[src/rtl/fp_mult_rr_sched.sv]
// Round-robin front end that shares one multi-cycle FP32 multiplier between NREQ requesters,
// with a watchdog that turns a hung multiply into a flagged timeout response.
module fp_mult_rr_sched #(
    parameter int NREQ    = 2,
    parameter int TIMEOUT = 64,
    localparam int IDW    = $clog2(NREQ)
) (
    input  logic                 clk,
    input  logic                 rst,
    input  logic [NREQ-1:0]      req_valid,
    output logic [NREQ-1:0]      req_ready,
    input  logic [NREQ*32-1:0]   req_a,
    input  logic [NREQ*32-1:0]   req_b,
    input  logic [NREQ*3-1:0]    req_rnd,
    output logic                 mul_start,
    output logic [31:0]          mul_a,
    output logic [31:0]          mul_b,
    output logic [2:0]           mul_rnd,
    input  logic                 mul_done,
    input  logic [31:0]          mul_z,
    input  logic [5:0]           mul_flags,
    output logic                 rsp_valid,
    input  logic                 rsp_ready,
    output logic [IDW-1:0]       rsp_id,
    output logic [31:0]          rsp_z,
    output logic [5:0]           rsp_flags,
    output logic                 rsp_timeout
);

    localparam int CW = $clog2(TIMEOUT);

    typedef enum logic [1:0] {IDLE, BUSY, RESP} state_t;

    state_t         state;
    state_t         state_next;
    logic [IDW-1:0] rr_ptr;
    logic [IDW-1:0] grant;
    logic           grant_found;
    logic [CW-1:0]  counter;
    logic           done_take;
    logic           timeout_hit;

    // Cyclic search for the first valid requester starting at the round-robin pointer.
    always_comb begin
        grant       = '0;
        grant_found = 1'b0;
        for (int k = 0; k < NREQ; k++) begin
            if (!grant_found && req_valid[(int'(rr_ptr) + k) % NREQ]) begin
                grant_found = 1'b1;
                grant       = IDW'((int'(rr_ptr) + k) % NREQ);
            end
        end
    end

    // A done pulse coinciding with the start pulse belongs to no operation of ours.
    assign done_take   = (counter != '0) && mul_done;
    assign timeout_hit = (counter == CW'(TIMEOUT - 1));

    always_ff @(posedge clk or negedge rst) begin
        if (!rst) begin
            state <= IDLE;
        end else begin
            state <= state_next;
        end
    end

    always_comb begin
        state_next = state;
        case (state)
            IDLE: if (grant_found) state_next = BUSY;
            BUSY: if (done_take || timeout_hit) state_next = RESP;
            RESP: if (rsp_ready) state_next = IDLE;
            default: state_next = IDLE;
        endcase
    end

    always_comb begin
        req_ready = '0;
        mul_start = 1'b0;
        rsp_valid = 1'b0;
        case (state)
            IDLE: if (grant_found) req_ready[grant] = 1'b1;
            BUSY: mul_start = (counter == '0);
            RESP: rsp_valid = 1'b1;
            default: ;
        endcase
    end

    always_ff @(posedge clk or negedge rst) begin
        if (!rst) begin
            rr_ptr      <= '0;
            counter     <= '0;
            mul_a       <= '0;
            mul_b       <= '0;
            mul_rnd     <= '0;
            rsp_id      <= '0;
            rsp_z       <= '0;
            rsp_flags   <= '0;
            rsp_timeout <= 1'b0;
        end else begin
            case (state)
                IDLE: begin
                    if (grant_found) begin
                        mul_a   <= req_a[32*grant +: 32];
                        mul_b   <= req_b[32*grant +: 32];
                        mul_rnd <= req_rnd[3*grant +: 3];
                        rsp_id  <= grant;
                        rr_ptr  <= (grant == IDW'(NREQ - 1)) ? '0 : grant + 1'b1;
                        counter <= '0;
                    end
                end
                BUSY: begin
                    counter <= counter + 1'b1;
                    if (done_take) begin
                        rsp_z       <= mul_z;
                        rsp_flags   <= mul_flags;
                        rsp_timeout <= 1'b0;
                    end else if (timeout_hit) begin
                        rsp_z       <= '0;
                        rsp_flags   <= '0;
                        rsp_timeout <= 1'b1;
                    end
                end
                default: ;
            endcase
        end
    end

endmodule

[config.mk]
export PLATFORM = sky130hd
export DESIGN_NAME = fp_mult_rr_sched
export DESIGN_NICKNAME = d
export VERILOG_FILES = /design/src/rtl/fp_mult_rr_sched.sv
export SDC_FILE = /design/constraint.sdc
export NUM_CORES = 1
export LEC_CHECK = 0
export BUFFER_PORTS_ARGS = -buffer_cell sky130_fd_sc_hd__buf_2
export CAP_MARGIN = 20
export CELL_PAD_IN_SITES_DETAIL_PLACEMENT = 0
export CELL_PAD_IN_SITES_GLOBAL_PLACEMENT = 1
export CORE_MARGIN = 2
export CORE_UTILIZATION = 34
export DETAILED_ROUTE_END_ITERATION = 8
export GPL_ROUTABILITY_DRIVEN = 0
export PLACE_DENSITY = 0.94
export RECOVER_POWER = 25
export SETUP_SLACK_MARGIN = 0.02
export SLEW_MARGIN = 20
export SYNTH_ARGS = -nofsm -noshare
export SYNTH_HDL_FRONTEND = slang
export SYNTH_SLANG_ARGS = --single-unit
export TNS_END_PERCENT = 50
[constraint.sdc]
create_clock -name clk -period 4.02 [get_ports clk]
set_clock_uncertainty 0.2 [all_clocks]
set_input_delay 0.402 -clock clk [delete_from_list [all_inputs] [get_ports clk]]
set_output_delay 0.402 -clock clk [all_outputs]
set_load 0.02 [all_outputs]
# Word-level counts from Yosys, hierarchy flattened
# Index checks and enable logic that the tools add are counted.
[op_classes]
add_sub_neg = 3
multipliers = 1
magnitude_cmp = 4
n_eq_ne = 6
shifts = 3
n_mux = 28
bitwise = 1
reduce_logical = 14
[ops]
columns = ["op", "n"]
rows = [
  ["$shiftx 64x7->32", 2],
  ["$mux 32", 2],
  ["$mux 6", 3],
  ["$mux 1", 15],
  ["$pmux 6 s2", 1],
  ["$mux 2", 5],
  ["$add 6x1->6 const B", 1],
  ["$eq 6x6->1 const B", 1],
  ["$logic_not 6->1", 1],
  ["$ne 2x2->1 const B", 3],
  ["$pmux 2 s3", 1],
  ["$reduce_and 2->1", 3],
  ["$reduce_bool 6->1", 1],
  ["$shiftx 6x4->3", 1],
  ["$lt 1x2->1 const B", 2],
  ["$reduce_bool 2->1", 2],
  ["$logic_and 1x1->1", 3],
  ["$lt 2x3->1 const B", 1],
  ["$mul 2x1->3 const A", 1],
  ["$reduce_and 3->1", 1],
  ["$add 1x1->1 const B", 2],
  ["$eq 2x1->1 const B", 1],
  ["$eq 2x2->1 const B", 1],
  ["$logic_not 2->1", 1],
  ["other kinds (5)", 5],
]
[totals]
regBits = 116
wordCells = 70

# Depth between registers and ports, before layout
[depth]
ltp_word = 13
mapped_depth = 8

# Worst setup path before layout
# No wires, ideal clock.
[synth_timing]
kind = "flip-flop to output port"
from = "reg counter[0]"
to = "out mul_start"
arrival_ps = 1354
required_ps = 3418
slack_ps = 2064
stages_incl_launch_ff = 6
n_path_buf = 0
cell_sequence = "dfrtp_1 inv_1 ha_1 nand2b_1 or4_1 nor2_1"
[synth_between]
elab_chain_cells = 2
[synth_lines]
columns = ["item", "line", "text"]
rows = [
  ["from (decl)", "39", "logic [CW-1:0] counter;"],
  ["from (signal assigned)", "113", "counter <= counter + 1'b1;"],
  ["$logic_not 6->1", "83", "BUSY: mul_start = (counter == '0);"],
  ["$mux 1", "81", "case (state)"],
  ["to (decl)", "15", "output logic mul_start,"],
]
# Every way passes these cells.

# Final worst setup path
[layout_timing]
from = "reg state[0]"
to = "out req_ready[0]"
[layout_between]
elab_chain_cells = 2
[layout_lines]
columns = ["item", "line", "text"]
rows = [
  ["from (decl)", "34", "state_t state;"],
  ["from (signal assigned)", "63", "state <= state_next;"],
  ["$logic_not 2->1", "81", ""],
  ["$mux 2", "81", ""],
  ["to (decl)", "11", "output logic [NREQ-1:0] req_ready,"],
]
# Every way passes these cells.

==> flow_metrics.env <==
export IMPL_antenna_diode_count=0
export IMPL_total_negative_slack_for_setup_checks_ps=0
export IMPL_synth_top_cells_by_area="sky130_fd_sc_hd__dfrtp_1 59%, sky130_fd_sc_hd__a221o_1 7.4%, sky130_fd_sc_hd__a22o_1 6.8%"
export IMPL_worst_ir_drop_on_vdd_mv=0.432
export IMPL_floorplan_core_area_um2=14000
export IMPL_die_h_um=124
export IMPL_cts_resized_gates=0
export IMPL_io_buffers=288
export IMPL_floorplan_io_pins=289
export IMPL_finalNonFillerCells=883
export IMPL_path_cells="nor2_1 -> o21a_1 -> and2_1 -> buf_4 -> buf_2"
export IMPL_tritoncts="yes"
export IMPL_ys_warnings_count=0
export IMPL_status="completed"
export IMPL_synth_yosys_seq_area_share_pct=59.3
export IMPL_max_cap_viol_count=0
export IMPL_grt_antenna_before_repair=0
export IMPL_cts_made_buffers=17
export IMPL_largest_net_degree_at_the_start_of_global_routing=102
export IMPL_ant_nets=0
export IMPL_synthMostInstantiatedCell="sky130_fd_sc_hd__dfrtp_1"
export IMPL_flow_area_growth_from_synthesis_pct=44.0
export IMPL_dpl_cell_count=846
export IMPL_floorplan_die_width_um=124
export IMPL_clk_transition_reported_paths_ps=50
export IMPL_post_route_cells_drive_above_1_share_pct=42.8
export IMPL_ctsRootBufferMaster="sky130_fd_sc_hd__clkbuf_16"
export IMPL_routed_via_density=4.76
export IMPL_final_setup_worst_slack_ps=1410
export IMPL_clock_sinks=116
export IMPL_syn_instance_count=403
export IMPL_final_min_clock_period_ps=2610
export IMPL_startpoint_types="flip-flop"
export IMPL_route_detailed_drc=0
export IMPL_syn_area_um2=4900
export IMPL_synth_largest_area_cell="sky130_fd_sc_hd__dfrtp_1"
export IMPL_postSynthNetCount=583
export IMPL_initial_utilization_pct=35.0
export IMPL_setup_violations_final=0
export IMPL_critPathRequiredTime_ps=3420
export IMPL_floorplan_die_area_um2=15400
export IMPL_slew_violations=0
export IMPL_synth_enable_flop_cells=0
export IMPL_post_synthesis_sequential_element_count=116
export IMPL_cp_num_buf_inv=2
export IMPL_criticalPathCategory="flip-flop to output pin"
export IMPL_preCtsSetupSlack_ps=1630
export IMPL_final_core_utilization_pct=50.4
export IMPL_clock_path_buffers=2
export IMPL_static_leakage_power_nw=3.70
export IMPL_slowest_delay_ps=420
export IMPL_max_freq_mhz=383
export IMPL_holdCritPathClass="input port to flip-flop"
export IMPL_synth_avg_cell_area_um2=12.2
export IMPL_relSlewSlack_pct=44.9
export IMPL_htreeDepth=4
export IMPL_postSynth_asyncResetShare_pct=100
export IMPL_drt_pass1_iter_count=6
export IMPL_crit_path_end_kind="output pin"
export IMPL_post_detail_place_hpwl_um=9800
export IMPL_routed_wire_length_per_instance_um=15.4
export IMPL_std_cell_rows=43
export IMPL_final_nets=871
export IMPL_crit_slowest_cell="sky130_fd_sc_hd__dfrtp_1"
export IMPL_critical_path_top_delay_family="buffers and inverters"
export IMPL_arrival_ps=2010
export IMPL_track_usage_pct=17.3
export IMPL_synth_ff_type="sky130_fd_sc_hd__dfrtp_1"
export IMPL_powerDensity_nw_per_um2=840
export IMPL_number_of_global_route_vias_before_repair=3960
export IMPL_synth_largest_type_area_fraction_pct=59.3
export IMPL_critical_path_peak_fanout=37
export IMPL_worst_slew_pin_transition_ps=826
export IMPL_synth_top_cells_by_count="116 x sky130_fd_sc_hd__dfrtp_1, 39 x sky130_fd_sc_hd__o21ai_0, 38 x sky130_fd_sc_hd__a22o_1"
export IMPL_globalRoute_totalOverflow=0
export IMPL_grt_setup_unrepaired="no"
export IMPL_finalHoldViolCount=0
export IMPL_synth_cell_type_count=30
export IMPL_drt_iter0_drc=192
export IMPL_overall_via_count_from_detail_route=4206
export IMPL_clk_insertion_delay_late_ps=410
export IMPL_final_period_utilization_pct=65.0
export IMPL_routed_wirelength_um=13600
export IMPL_first_pass_grt_wire_length_um=20100
placed cells by master, fill, tap and decap left out, drive strengths merged, types with 11 or more instances in the layout:
cell    synthesis  final
clkbuf         10     51
mux2i          31     31
dfrtp         116    116
nor2           11     11
a221o          36     36
and2           37     37
a22o           38     38
buf            22    263
o21ai          41     41
nand2          37     37
path summary, 6_finish.rpt:
kind | from | to | slack [ps] | depth (start not counted)
setup / recovery | state[0]$_DFFE_PN0P_ | req_ready[0] | 1410 | 5
hold / removal | mul_z[29] | rsp_z[29]$_DFFE_PN0P_ | 20 | 2
setup reg to reg | state[0]$_DFFE_PN0P_ | mul_a[20]$_DFFE_PN0P_ | 1430 | 6
hold reg to reg | mul_b[14]$_DFFE_PN0P_ | mul_b[14]$_DFFE_PN0P_ | 270 | 2
max in group asynchronous | rst | mul_a[31]$_DFFE_PN0P_ | 2460 | 3
min in group asynchronous | rst | rsp_z[3]$_DFFE_PN0P_ | 370 | 2
metal layers:
metal  share of wire, %  vias up  GRT usage, %
met5                  0        -             0
met3                8.2       15          4.90
met4                1.6        0          7.16
met2                 48      195          29.3
met1                 42     1940          20.6
li1                   -     2056             -
layout make-up:
type / count / area (µm²)
Tap cell: 180 / 225
Multi-Input combinational cell: 251 / 1820
Fill cell: 1321 / 6940
Clock buffer: 19 / 453
Timing Repair Buffer: 301 / 1530
Clock inverter: 12 / 108
Sequential cell: 116 / 2900
Inverter: 4 / 15.0
per-stage QoR:
step / power [mW] / hold WS, ps / instance area, µm²
floorplan: 3.71 / -93.6 / 4900
global placement: 4.52 / 255 / 6470
detailed placement: 4.58 / 261 / 6470
CTS: 6.04 / 0.594 / 7090
global route: 6.32 / 6.38 / 7050
finish: 5.92 / 21.6 / 7050
cells by family (layout without fill, tap and decap cells):
family          count (synthesis)  after routing  share of synthesized area [%]
compound gates                123            123                           20.1
flops                         116            116                           59.3
buf+inv                        36            336                           4.06
fa+ha+maj                       2              2                          0.511
simple gates                   95             95                           9.73
mux                            31             31                           6.34
report_power, final:
part | switching [mW] | internal (mW)
registers | 0.292 | 1.71
logic | 1.55 | 0.965
clock network | 0.530 | 0.876
flip-flops by register name, summed over array words and instances (netlist names), 2 cells and up:
| name | flops |
|---|---|
| counter | 6 |
| state | 2 |
| rsp_z | 32 |
| mul_rnd | 3 |
| mul_a | 32 |
| mul_b | 32 |
| rsp_flags | 6 |
timing repair:
item | CTS | global route
setup buffers | 0 | 0
hold endpoints to repair | 54 | 0
hold buffers | 6 | 0
No activity file was read; power rests on OpenSTA's default activity.
